==> src/rtl/axi4_lite_master_q.sv <==
// Queued AXI4-Lite master: command FIFO, in-order single-outstanding AXI issue, response port.
// Optional macro AXI4L_MASTER_ERRCNT_EN adds a saturating error-response counter (err_count).
module axi4_lite_master_q #(
  parameter int         ADDR_WIDTH = 32,
  parameter int         DATA_WIDTH = 32,
  parameter int         CMD_DEPTH  = 4,
  parameter logic [2:0] AXI_PROT   = 3'b000
`ifdef AXI4L_MASTER_ERRCNT_EN
  ,
  parameter int         ERRCNT_WIDTH = 16
`endif
) (
  input  logic                    iCLK,
  input  logic                    iRST,
  input  logic                    req_valid,
  output logic                    req_ready,
  input  logic                    req_write,
  input  logic [ADDR_WIDTH-1:0]   req_addr,
  input  logic [DATA_WIDTH-1:0]   req_wdata,
  input  logic [DATA_WIDTH/8-1:0] req_wstrb,
  output logic                    rsp_valid,
  input  logic                    rsp_ready,
  output logic                    rsp_write,
  output logic [DATA_WIDTH-1:0]   rsp_rdata,
  output logic [1:0]              rsp_resp,
  output logic                    busy,
  output logic                    m_AWVALID,
  input  logic                    m_AWREADY,
  output logic [ADDR_WIDTH-1:0]   m_AWADDR,
  output logic [2:0]              m_AWPROT,
  output logic                    m_WVALID,
  input  logic                    m_WREADY,
  output logic [DATA_WIDTH-1:0]   m_WDATA,
  output logic [DATA_WIDTH/8-1:0] m_WSTRB,
  input  logic                    m_BVALID,
  output logic                    m_BREADY,
  input  logic [1:0]              m_BRESP,
  output logic                    m_ARVALID,
  input  logic                    m_ARREADY,
  output logic [ADDR_WIDTH-1:0]   m_ARADDR,
  output logic [2:0]              m_ARPROT,
  input  logic                    m_RVALID,
  output logic                    m_RREADY,
  input  logic [DATA_WIDTH-1:0]   m_RDATA,
  input  logic [1:0]              m_RRESP
`ifdef AXI4L_MASTER_ERRCNT_EN
  ,
  output logic [ERRCNT_WIDTH-1:0] err_count
`endif
);

  localparam int STRB_W = DATA_WIDTH / 8;
  localparam int PTR_W  = $clog2(CMD_DEPTH) + 1;
  localparam int ENT_W  = 1 + ADDR_WIDTH + DATA_WIDTH + STRB_W;

  typedef enum logic [2:0] {IDLE, WRITE, WRESP, READ, RDATA, RSP} state_t;

  state_t                 state, state_nxt;
  logic [ENT_W-1:0]       fifo_mem [CMD_DEPTH];
  logic [PTR_W-1:0]       wr_ptr, rd_ptr;
  logic                   empty, full, push, pop, ready_en;
  logic                   head_write;
  logic [ADDR_WIDTH-1:0]  head_addr;
  logic [DATA_WIDTH-1:0]  head_wdata;
  logic [STRB_W-1:0]      head_wstrb;
  logic                   aw_done, w_done, aw_hs, w_hs, ar_hs;

  assign empty = (wr_ptr == rd_ptr);
  assign full  = (wr_ptr[PTR_W-1] != rd_ptr[PTR_W-1]) &&
                 (wr_ptr[PTR_W-2:0] == rd_ptr[PTR_W-2:0]);
  // ready_en keeps req_ready low through reset and until the first edge after release
  assign req_ready = ready_en && !full;
  assign push      = req_valid && req_ready;
  assign pop       = (state == IDLE) && !empty;

  assign {head_write, head_addr, head_wdata, head_wstrb} = fifo_mem[rd_ptr[PTR_W-2:0]];

  always_ff @(posedge iCLK) begin
    if (push) fifo_mem[wr_ptr[PTR_W-2:0]] <= {req_write, req_addr, req_wdata, req_wstrb};
  end

  assign aw_hs = m_AWVALID && m_AWREADY;
  assign w_hs  = m_WVALID && m_WREADY;
  assign ar_hs = m_ARVALID && m_ARREADY;

  assign rsp_valid = (state == RSP);
  assign m_BREADY  = (state == WRESP);
  assign m_RREADY  = (state == RDATA);
  assign busy      = (state != IDLE) || !empty;
  assign m_AWPROT  = AXI_PROT;
  assign m_ARPROT  = AXI_PROT;

  always_comb begin
    state_nxt = state;
    case (state)
      IDLE:    if (!empty) state_nxt = head_write ? WRITE : READ;
      WRITE:   if ((aw_done || aw_hs) && (w_done || w_hs)) state_nxt = WRESP;
      WRESP:   if (m_BVALID) state_nxt = RSP;
      READ:    if (ar_hs) state_nxt = RDATA;
      RDATA:   if (m_RVALID) state_nxt = RSP;
      RSP:     if (rsp_ready) state_nxt = IDLE;
      default: state_nxt = IDLE;
    endcase
  end

  // VALIDs are raised one cycle into WRITE/READ and dropped independently on their own handshake
  always_ff @(posedge iCLK or negedge iRST) begin
    if (!iRST) begin
      state     <= IDLE;
      wr_ptr    <= '0;
      rd_ptr    <= '0;
      ready_en  <= 1'b0;
      aw_done   <= 1'b0;
      w_done    <= 1'b0;
      m_AWVALID <= 1'b0;
      m_WVALID  <= 1'b0;
      m_ARVALID <= 1'b0;
    end else begin
      state     <= state_nxt;
      ready_en  <= 1'b1;
      if (push) wr_ptr <= wr_ptr + PTR_W'(1);
      if (pop)  rd_ptr <= rd_ptr + PTR_W'(1);
      aw_done   <= (state == WRITE) && (aw_done || aw_hs);
      w_done    <= (state == WRITE) && (w_done || w_hs);
      m_AWVALID <= (state == WRITE) && !aw_done && !aw_hs;
      m_WVALID  <= (state == WRITE) && !w_done && !w_hs;
      m_ARVALID <= (state == READ) && !ar_hs;
    end
  end

  always_ff @(posedge iCLK or negedge iRST) begin
    if (!iRST) begin
      m_AWADDR  <= '0;
      m_WDATA   <= '0;
      m_WSTRB   <= '0;
      m_ARADDR  <= '0;
      rsp_write <= 1'b0;
      rsp_rdata <= '0;
      rsp_resp  <= 2'b00;
    end else begin
      case (state)
        IDLE: begin
          if (!empty) begin
            if (head_write) begin
              m_AWADDR <= head_addr;
              m_WDATA  <= head_wdata;
              m_WSTRB  <= head_wstrb;
            end else begin
              m_ARADDR <= head_addr;
            end
          end
        end
        WRESP: begin
          if (m_BVALID) begin
            rsp_write <= 1'b1;
            rsp_rdata <= '0;
            rsp_resp  <= m_BRESP;
          end
        end
        RDATA: begin
          if (m_RVALID) begin
            rsp_write <= 1'b0;
            rsp_rdata <= m_RDATA;
            rsp_resp  <= m_RRESP;
          end
        end
        default: ;
      endcase
    end
  end

`ifdef AXI4L_MASTER_ERRCNT_EN
  always_ff @(posedge iCLK or negedge iRST) begin
    if (!iRST) begin
      err_count <= '0;
    end else if (rsp_valid && rsp_ready && (rsp_resp != 2'b00) && (err_count != '1)) begin
      err_count <= err_count + ERRCNT_WIDTH'(1);
    end
  end
`endif

endmodule

==> config.mk <==
export PLATFORM = sky130hd
export DESIGN_NAME = axi4_lite_master_q
export DESIGN_NICKNAME = d
export VERILOG_FILES = /design/src/rtl/axi4_lite_master_q.sv
export SDC_FILE = /design/constraint.sdc
export NUM_CORES = 1
export LEC_CHECK = 0
export ABC_AREA = 1
export CAP_MARGIN = 15
export CELL_PAD_IN_SITES_DETAIL_PLACEMENT = 0
export CELL_PAD_IN_SITES_GLOBAL_PLACEMENT = 2
export CORE_MARGIN = 2
export CORE_UTILIZATION = 30
export CTS_BUF_LIST = sky130_fd_sc_hd__clkbuf_2 sky130_fd_sc_hd__clkbuf_4 sky130_fd_sc_hd__clkbuf_8
export DETAILED_ROUTE_END_ITERATION = 10
export GPL_TIMING_DRIVEN = 0
export MAX_ROUTING_LAYER = met4
export PLACE_DENSITY_LB_ADDON = 0.1
export SKIP_CTS_REPAIR_TIMING = 1
export SLEW_MARGIN = 5
export SYNTH_ARGS = -nofsm -noshare
export SYNTH_HDL_FRONTEND = slang
export SYNTH_SLANG_ARGS = --single-unit
==> constraint.sdc <==
create_clock -name iCLK -period 4.9 [get_ports iCLK]
set_input_delay 0.98 -clock iCLK [delete_from_list [all_inputs] [get_ports iCLK]]
set_output_delay 0.98 -clock iCLK [all_outputs]
set_load 0.02 [all_outputs]
======== After elaboration in Yosys (flattened, before gate mapping) ========
Memory sizes are Yosys's and may differ from the RTL's.
Index checks and enable logic that the tools add are counted.
cells by class
  mux-type cells .......................... 19
  bitwise gates (word level) .............. 2
  add/sub/neg operators ................... 2
  reductions and logical operators ........ 32
  equal/unequal tests ..................... 14
operators with widths
  operator                                               count
  2-to-1 mux 32 bit                                      2
  case mux 32 bit (2 select lines)                       1
  2-to-1 mux 3 bit                                       6
  case mux 3 bit (6 select lines)                        1
  logical AND 1 bit                                      15
  inequality test 2 bit, second input constant           5
  AND reduction 3 bit                                    3
  zero test 1 bit                                        7
  adder 3 x 1 -> 3 bit, second input constant            2
  == test 3 x 2 -> 1 bit, second input constant          2
  == test 3 bit, second input constant                   2
  2-to-1 mux 2 bit                                       3
  AND reduction 6 bit                                    1
  2-to-1 mux 1 bit                                       4
  case mux 2 bit (2 select lines)                        1
  == test 3 x 1 -> 1 bit, second input constant          1
  == test 3 bit                                          1
  zero test 3 bit                                        1
  logical OR 1 bit                                       3
  nonzero test 3 bit                                     1
  == test 2 bit                                          1
  inequality test 2 x 1 -> 1 bit, second input constant  1
  inverter 1 bit                                         2
  case mux 1 bit (2 select lines)                        1
  2 further kinds                                        2
word-level totals
  bits in writable memories ............... 276
  logic and storage cells ................. 86
  register bits ........................... 150
  output and inout bits ................... 149
  bits of input ports ..................... 114
  memories kept ........................... 1
memory list
  name      words  width  read ports  clocked after memory_dff  wr ports  line  source
  fifo_mem  4      69     1           0                         1         59    logic [ENT_W-1:0] fifo_mem [CMD_DEPTH];

======== Depth between registers and ports, before layout ========
Gate-level depths: netlist of the first run.
  depth in word-level cells ............... 7
  gate-level depth with buffers ........... 12
  depth with buffers taken out ............ 10

======== Worst setup path after synthesis of the first run ========
Ideal clock, no wire load.
  kind .................................... input -> register
  start point ............................. input port req_valid
  end point ............................... memory fifo_mem[0][0] (netlist bit), enable pin
  slack ................................... 324 ps
  data required time ...................... 4403 ps
  arrival time ............................ 4079 ps
  library setup time ...................... 497 ps
  path buffers ............................ 0
  stages .................................. 2
  path through ............................ nand3_1 -> nor2_1
on the way
  longest elaborated chain between the ends .. 3
ends and longest elaborated chain
  what                                    line  source
  from (decl)                             15    input logic req_valid,
  logical AND 1 bit                       73    assign push = req_valid && req_ready;
  2-to-1 mux 1 bit                        79    if (push) fifo_mem[wr_ptr[PTR_W-2:0]] <= {req_write, req_addr, req_wdata, req_wstrb};
  2-to-1 mux 1 bit (implied by the code)  79
  to (decl)                               59
Every way passes these cells.

======== Worst setup path after layout of the first run ========
  start point ............................. register state[0]
  end point ............................... output port busy
on the way
  longest elaborated chain between the ends .. 2
ends and longest elaborated chain
  what                    line  source
  from (decl)             58    state_t state, state_nxt;
  from (signal assigned)  119   state <= state_nxt;
  nonzero test 3 bit      89    assign busy = (state != IDLE) || !empty;
  logical OR 1 bit        89
  to (decl)               26    output logic busy,
Every way passes these cells.

==> results of run 1 <==
[cell usage in the layout, fill, tap and decap left out, types with 6 or more instances in the layout]
| cell type | n |
|---|---|
| nand2_1 | 359 |
| edfxtp_1 | 276 |
| clkdlybuf4s50_1 | 255 |
| nor2_1 | 209 |
| o21ai_0 | 178 |
| dfrtp_1 | 150 |
| nand3_1 | 109 |
| clkbuf_8 | 87 |
| clkbuf_1 | 35 |
| buf_2 | 31 |
| clkbuf_4 | 29 |
| o21ai_1 | 28 |
| buf_4 | 17 |
| inv_1 | 16 |
| clkinv_1 | 16 |
| buf_12 | 11 |
| inv_2 | 10 |
| nand4_1 | 8 |
| conb_1 | 7 |
| diode_2 | 6 |
| clkinv_2 | 6 |
[synthesized netlist by cell type]
cell type,count,share of area
o21ai_1,28,0.0085
nand2_1,359,0.081
nor2_1,213,0.048
clkbuf_1,35,0.0079
edfxtp_1,276,0.50
nand3_2,1,0.00060
a21oi_1,4,0.0012
inv_2,10,0.0023
xor2_1,2,0.0011
nor3_1,2,0.00060
nor3_2,1,0.00060
o21ai_0,178,0.054
buf_4,17,0.0077
o21ai_4,1,0.00098
buf_6,1,0.00068
nand4_1,8,0.0030
buf_12,1,0.0012
nand3_1,109,0.033
inv_1,16,0.0036
dfrtp_1,150,0.23
ha_1,5,0.0038
conb_1,2,0.00045
buf_2,31,0.0094
buf_1,3,0.00068
buf_8,1,0.00091
nand2_2,2,0.00076
nor2_4,1,0.00068
[flip-flops by register name, indices dropped and copies added (netlist names), 2 cells and up]
name	cells
fifo_mem	276
m_ARADDR	32
m_AWADDR	32
m_WDATA	32
rsp_rdata	32
m_WSTRB	4
rd_ptr	3
state	3
wr_ptr	3
rsp_resp	2
[worst min path at each step]
stage	end	depth (start not counted)	from	slack, ns
2_1_floorplan	rd_ptr[2]	2	rd_ptr[2]	0.46
4_1_cts	rsp_rdata[17]	1	iRST	0.26
6_report	rsp_rdata[17]	1	iRST	0.27
3_3_place_gp	m_WSTRB[0]	2	m_WSTRB[0]	0.46
5_1_grt	rsp_write	1	iRST	0.28
3_5_place_dp	m_ARADDR[30]	2	m_ARADDR[30]	0.46
[where the power goes]
| part | internal, mW | switching [mW] |
|---|---|---|
| Sequential | 4.64 | 0.392 |
| Clock | 1.90 | 1.48 |
| Combinational | 1.94 | 3.61 |
| Total | 8.48 | 5.48 |
[critical path, cell delays in order (launching register included)]
cell and delay (ns):
dfrtp_1 0.48, nor3_2 0.33, nand4_1 0.32, clkdlybuf4s50_1 0.64
[cells by family (layout without fill, tap and decap cells)]
kind of cell	after synthesis	count (layout)	synth area share
and+or+nand+nor	696	696	0.169
buffers and inverters	115	525	0.0344
other	2	13	0.000453
adders and majority gates	5	5	0.00378
AOI/OAI and AO/OA	211	211	0.0644
xor gates and xnor gates	2	2	0.00106
DFF	426	426	0.727
[metal layers]
layer  vias up  wire, µm
li1       5681         -
met1      5675     23000
met2       259     25100
met3        67      2490
met4         0       821
met5         -         0
[final cells by class]
cell class | instances | area, µm² | area share
diodes | 6 | 15.0 | 0.000685
multi-input cells | 921 | 4000 | 0.183
repair buffers | 269 | 2850 | 0.130
flip-flops and latches | 426 | 12000 | 0.550
well taps | 704 | 881 | 0.0402
inverters | 26 | 97.6 | 0.00445
clock inverters | 25 | 140 | 0.00640
plain buffers | 89 | 472 | 0.0215
clock buffers | 116 | 1420 | 0.0646
[through the flow]
stage / power (mW) / instance area, µm² / std cells
after floorplan: 8.10 / 16600 / 1462
after global placement: 10.7 / 20000 / 2422
after detailed placement: 10.8 / 20300 / 2435
after CTS: 14.3 / 21900 / 2576
after global routing: 15.0 / 21900 / 2581
final: 14.0 / 21900 / 2582
==> summary.md, run 1 <==
| Metric | Value |
|---|---|
| Reg2Reg Depth | 8 |
| WS Path Type | flip-flop to output port |
| Die area | 0.0571 mm² |
| I/O Pins | 263 |
| Placeable Area | 0.0549 mm² |
| Gr usage total | 0.188 |
| Pre-antenna DRT Iters | 7 |
| Routed Antenna Nets | 0 |
| PwrDens | 637 mW/mm² |
| Met2 Usage GRT | 0.304 |
| Via density | 4.52 |
| First-pass GRT wire length | 76500 µm |
| Initial antenna violation count | 5 |
| Post-synthesis sequential area ratio | 0.727 |
| Reg2reg end | fifo_mem[0][35] |
| Dpl ws | 1.30 ns |
| Syn Area/Cell | 11.4 µm² |
| Vias in the first global route | 11926 |
| Nature of the critical path startpoint | flip-flop |
| Area grow syn2layout | 32.3% |
| Peak VDD IR | 0.238 mV |
| CP endpoint | busy |
| Hold Slack | 0.275 ns |
| Final core utilization | 0.399 |
| Clock buffer depth | 3 |
| Fmax | 0.295 GHz |
| Period utilization | 0.692 |
| Critical path fanouts, max | 6 |
| Status | completed |
| Min Clock Period, post-route | 3.39 ns |
| Setup TNS | 0 ns |
| Gpl congestion | 0.748 |
| GR Layer Usage met1 | 0.240 |
| Routed WL per cell | 19.9 µm |
| Total CTS buffers | 77 |
| 1st-iter DRT viols | 704 |
| Leak | 8.79 nW |
| Nets | 1929 |
| Met3 Use GR | 0.0404 |
| RR Startpoint | wr_ptr[1] |
| Largest net degree at the start of global routing | 93 |
| Final Hold Fails | 0 |
| Row count | 86 |
| Cell area after synthesis | 0.0166 mm² |
| Final WL | 51300 µm |
| Max Slew Vio Count | 0 |
| Critical path arrival | 2.41 ns |
| Synth Register Bits | 426 |
| DRC errors left | 0 |
| Root Buffer | clkbuf_8 |
| Unique masters post-synth | 27 |
| Clock Skew | 0.0170 ns |
| Initial Util | 0.302 |
| Critical path capture point type | output port |
| Max-cap viol count | 0 |
| Cells after synthesis | 1457 |
| Worst Tran Pin Value | 0.833 ns |
| Clock-pin slew on the worst setup and hold paths | 0.06 ns |
| I/O Buffers | 256 |
| Final setup fails | 0 |
| Yosys warnings | 0 |
| H-tree Lvls | 3 |
| Filler cells | 5418 |
| Final HPWL DP | 34400 µm |
| Clock latency on the worst-skew pair | 0.65 ns |
| Hold crit path type | input pin to asynchronous set/reset pin |
| CTS tree | built |
| GR peak layer | met2 |
| Via count | 11682 |
| RSZ-0062 raised after global routing | no |
| Remaining Overflow, GRT | 0 |
| Critical Path RT | 3.92 ns |
| CP startpoint | state[0] |
| Final WS setup | 1.51 ns |
| Die extent in y | 239 µm |
| Die width | 239 µm |
| R2R Setup Slk | 1.95 ns |
| Fraction of layout cells with a size suffix above 1 | 0.112 |
| Slew HR | 0.443 |
| CTS sink cnt | 426 |
Note: power is estimated with default switching activity, not from simulation.
==> run 2, diff against run 1 <==
==> constraint.sdc (replaced) <==
create_clock -name iCLK -period 2.7 [get_ports iCLK]
set_input_delay 0.54 -clock iCLK [delete_from_list [all_inputs] [get_ports iCLK]]
set_output_delay 0.54 -clock iCLK [all_outputs]
set_load 0.02 [all_outputs]
==> run 2 against run 1 <==
Count of clock-buffer cells in the layout unchanged. Non-clock buffer count grew 12. Register-to-register slack worse by 1.7 ns. Global-route usage is 0.16 points lower. Combinational power up 83%. Wire length increased by 1.6%.
==> summary.md, run 2 (same netlist as run 1, synthesis figures left out) <==
| Metric | Value |
|---|---|
| Status | completed (unchanged) |
| Critical path fanouts, max | 6 (unchanged) |
| Total Power | 25.6 mW (was 14.0 mW) |
| Fin cells | 2599 (was 2582) |
| Routed Antenna Nets | 0 (unchanged) |
| Multi-input logic area | 0.00401 mm² (was 0.00400 mm²) |
| Die area | 0.0571 mm² (unchanged) |
| Fraction of layout cells with a size suffix above 1 | 0.121 (was 0.112) |
| H-tree Lvls | 3 (unchanged) |
| Routed WL per cell | 20.1 µm (was 19.9 µm) |
| Root Buffer | clkbuf_8 (unchanged) |
| Critical path capture point type | output port (unchanged) |
| Slew HR | 0.485 (was 0.443) |
| Nets | 1943 (was 1929) |
| CTS sink cnt | 426 (unchanged) |
| Placeable Area | 0.0549 mm² (unchanged) |
| DRC errors left | 0 (unchanged) |
| First-pass GRT wire length | 75700 µm (was 76500 µm) |
| Final WL | 52100 µm (was 51300 µm) |
| Gr usage total | 0.186 (was 0.188) |
| Hold crit path type | input pin to asynchronous set/reset pin (unchanged) |
| Filler cells | 5322 (was 5418) |
| Peak VDD IR | 0.474 mV (was 0.238 mV) |
| Max Slew Vio Count | 0 (unchanged) |
| Area grow syn2layout | 33.4% (was 32.3%) |
| Via density | 4.53 (was 4.52) |
| Via count | 11775 (was 11682) |
| Critical Path RT | 2.16 ns (was 3.92 ns) |
| Die width | 239 µm (unchanged) |
| I/O Buffers | 256 (unchanged) |
| Period utilization | 0.933 |
| Reg area | 0.0120 mm² (about the same) |
| Total CTS buffers | 78 (was 77) |
| RSZ-0062 raised after global routing | no (unchanged) |
| Largest net degree at the start of global routing | 87 (was 93) |
| I/O Pins | 263 (unchanged) |
| Initial antenna violation count | 12 (was 5) |
| Leak | 8.93 nW (was 8.79 nW) |
| Max-cap viol count | 0 (unchanged) |
| 1st-iter DRT viols | 654 (was 704) |
| Clock Skew | 0.0313 ns (was 0.0170 ns) |
| Clock-pin slew on the worst setup and hold paths | 0.06 ns (about the same) |
| Die extent in y | 239 µm (unchanged) |
| PwrDens | 1160 mW/mm² (was 637 mW/mm²) |
| Min Clock Period, post-route | 2.52 ns |
| Nature of the critical path startpoint | flip-flop (unchanged) |
| Fmax | 0.397 GHz |
| Placed insts | 2435 (unchanged) |
| Final Hold Fails | 0 (unchanged) |
| WS Path Type | flip-flop to output port (unchanged) |
| Clock latency on the worst-skew pair | 0.64 ns (was 0.65 ns) |
| Pre-antenna DRT Iters | 5 (was 7) |
| Initial Util | 0.302 (unchanged) |
| Worst Tran Pin Value | 0.773 ns (was 0.833 ns) |
| Final core utilization | 0.402 (was 0.399) |
| CTS tree | built (unchanged) |
| Gpl congestion | 0.737 (was 0.748) |
| Final setup fails | 0 (unchanged) |
| Clock buffer depth | 3 (unchanged) |
| Critical path arrival | 1.98 ns (was 2.41 ns) |
| Remaining Overflow, GRT | 0 (unchanged) |
| Max reg flops | 276 (unchanged) |
| Final HPWL DP | 34800 µm (was 34400 µm) |
| Most common cell after layout, fill and taps aside | nand2_1 (unchanged) |
| Commonest non-fill, non-tap cells in the layout | 359 x nand2_1, 276 x edfxtp_1, 250 x clkdlybuf4s50_1 (was 359 x nand2_1, 276 x edfxtp_1, 255 x clkdlybuf4s50_1) |
| Vias in the first global route | 11638 (was 11926) |
| Row count | 86 (unchanged) |
run 2: cell count changes in the layout (fill, tap and decap cells not counted), moves of 5 or more:
cell,change
buf_4,+11
clkbuf_4,-6
clkbuf_8,+6
clkdlybuf4s50_1,-5
diode_2,+5
dlymetal6s2s_1,+5
run 2: final timing paths:
kind	from	to	slack [ns]	cells after the start
setup / recovery	rd_ptr[0]	req_ready	0.18	7
min in group iCLK	m_RDATA[10]	rsp_rdata[10]	0.45	3
max in group asynchronous	iRST	m_WDATA[29]	1.34	3
hold reg to reg	m_AWADDR[7]	m_AWADDR[7]	0.47	2
setup reg to reg	rd_ptr[0]	m_WDATA[31]	0.30	8
hold / removal	iRST	rsp_rdata[18]	0.45	2
run 2: power by group:
group	switching, mW	internal (mW)	leakage [nW]
Combinational	6.65	3.56	3.67
Sequential	0.700	8.43	4.41
Clock	2.71	3.53	0.848
run 2: final cells by class:
class	count	area share
Tap cell	704	0.0399
Buffer	89	0.0214
Sequential cell	426	0.545
Antenna cell	11	0.00125
Timing Repair Buffer	281	0.134
Clock inverter	24	0.00634
Inverter	26	0.00442
Clock buffer	116	0.0658
Multi-Input combinational cell	922	0.182
run 2: per-layer routing:
layer  GRT usage  wire, µm  vias to the layer above
li1            -         -                     5723
met1       0.240     23500                     5688
met2       0.291     24800                      289
met3      0.0470      2760                       75
met4      0.0523      1050                        0
met5           -         0                        -
run 2: metrics by stage:
step	cell area (µm²)	setup slack, ns	setup TNS [ns]	hold WS (ns)
finish	22100	0.181	0	0.447
global route	22100	0.00605	0	0.405
CTS	21900	-0.292	-8.72	-0.161
detailed placement	20300	-0.435	-24.75	0.458
global placement	20000	-6.19	-1710.11	0.454
floorplan	16600	-0.565	-155.82	0.244
run 2: worst max-delay path: stages (launching register included):
cell            delay (ns)
dfrtp_1               0.45
inv_2                 0.14
nand2_1               0.06
nand2_1               0.10
nand4_1               0.22
nand2_1               0.12
inv_1                 0.06
dlymetal6s2s_1        0.20
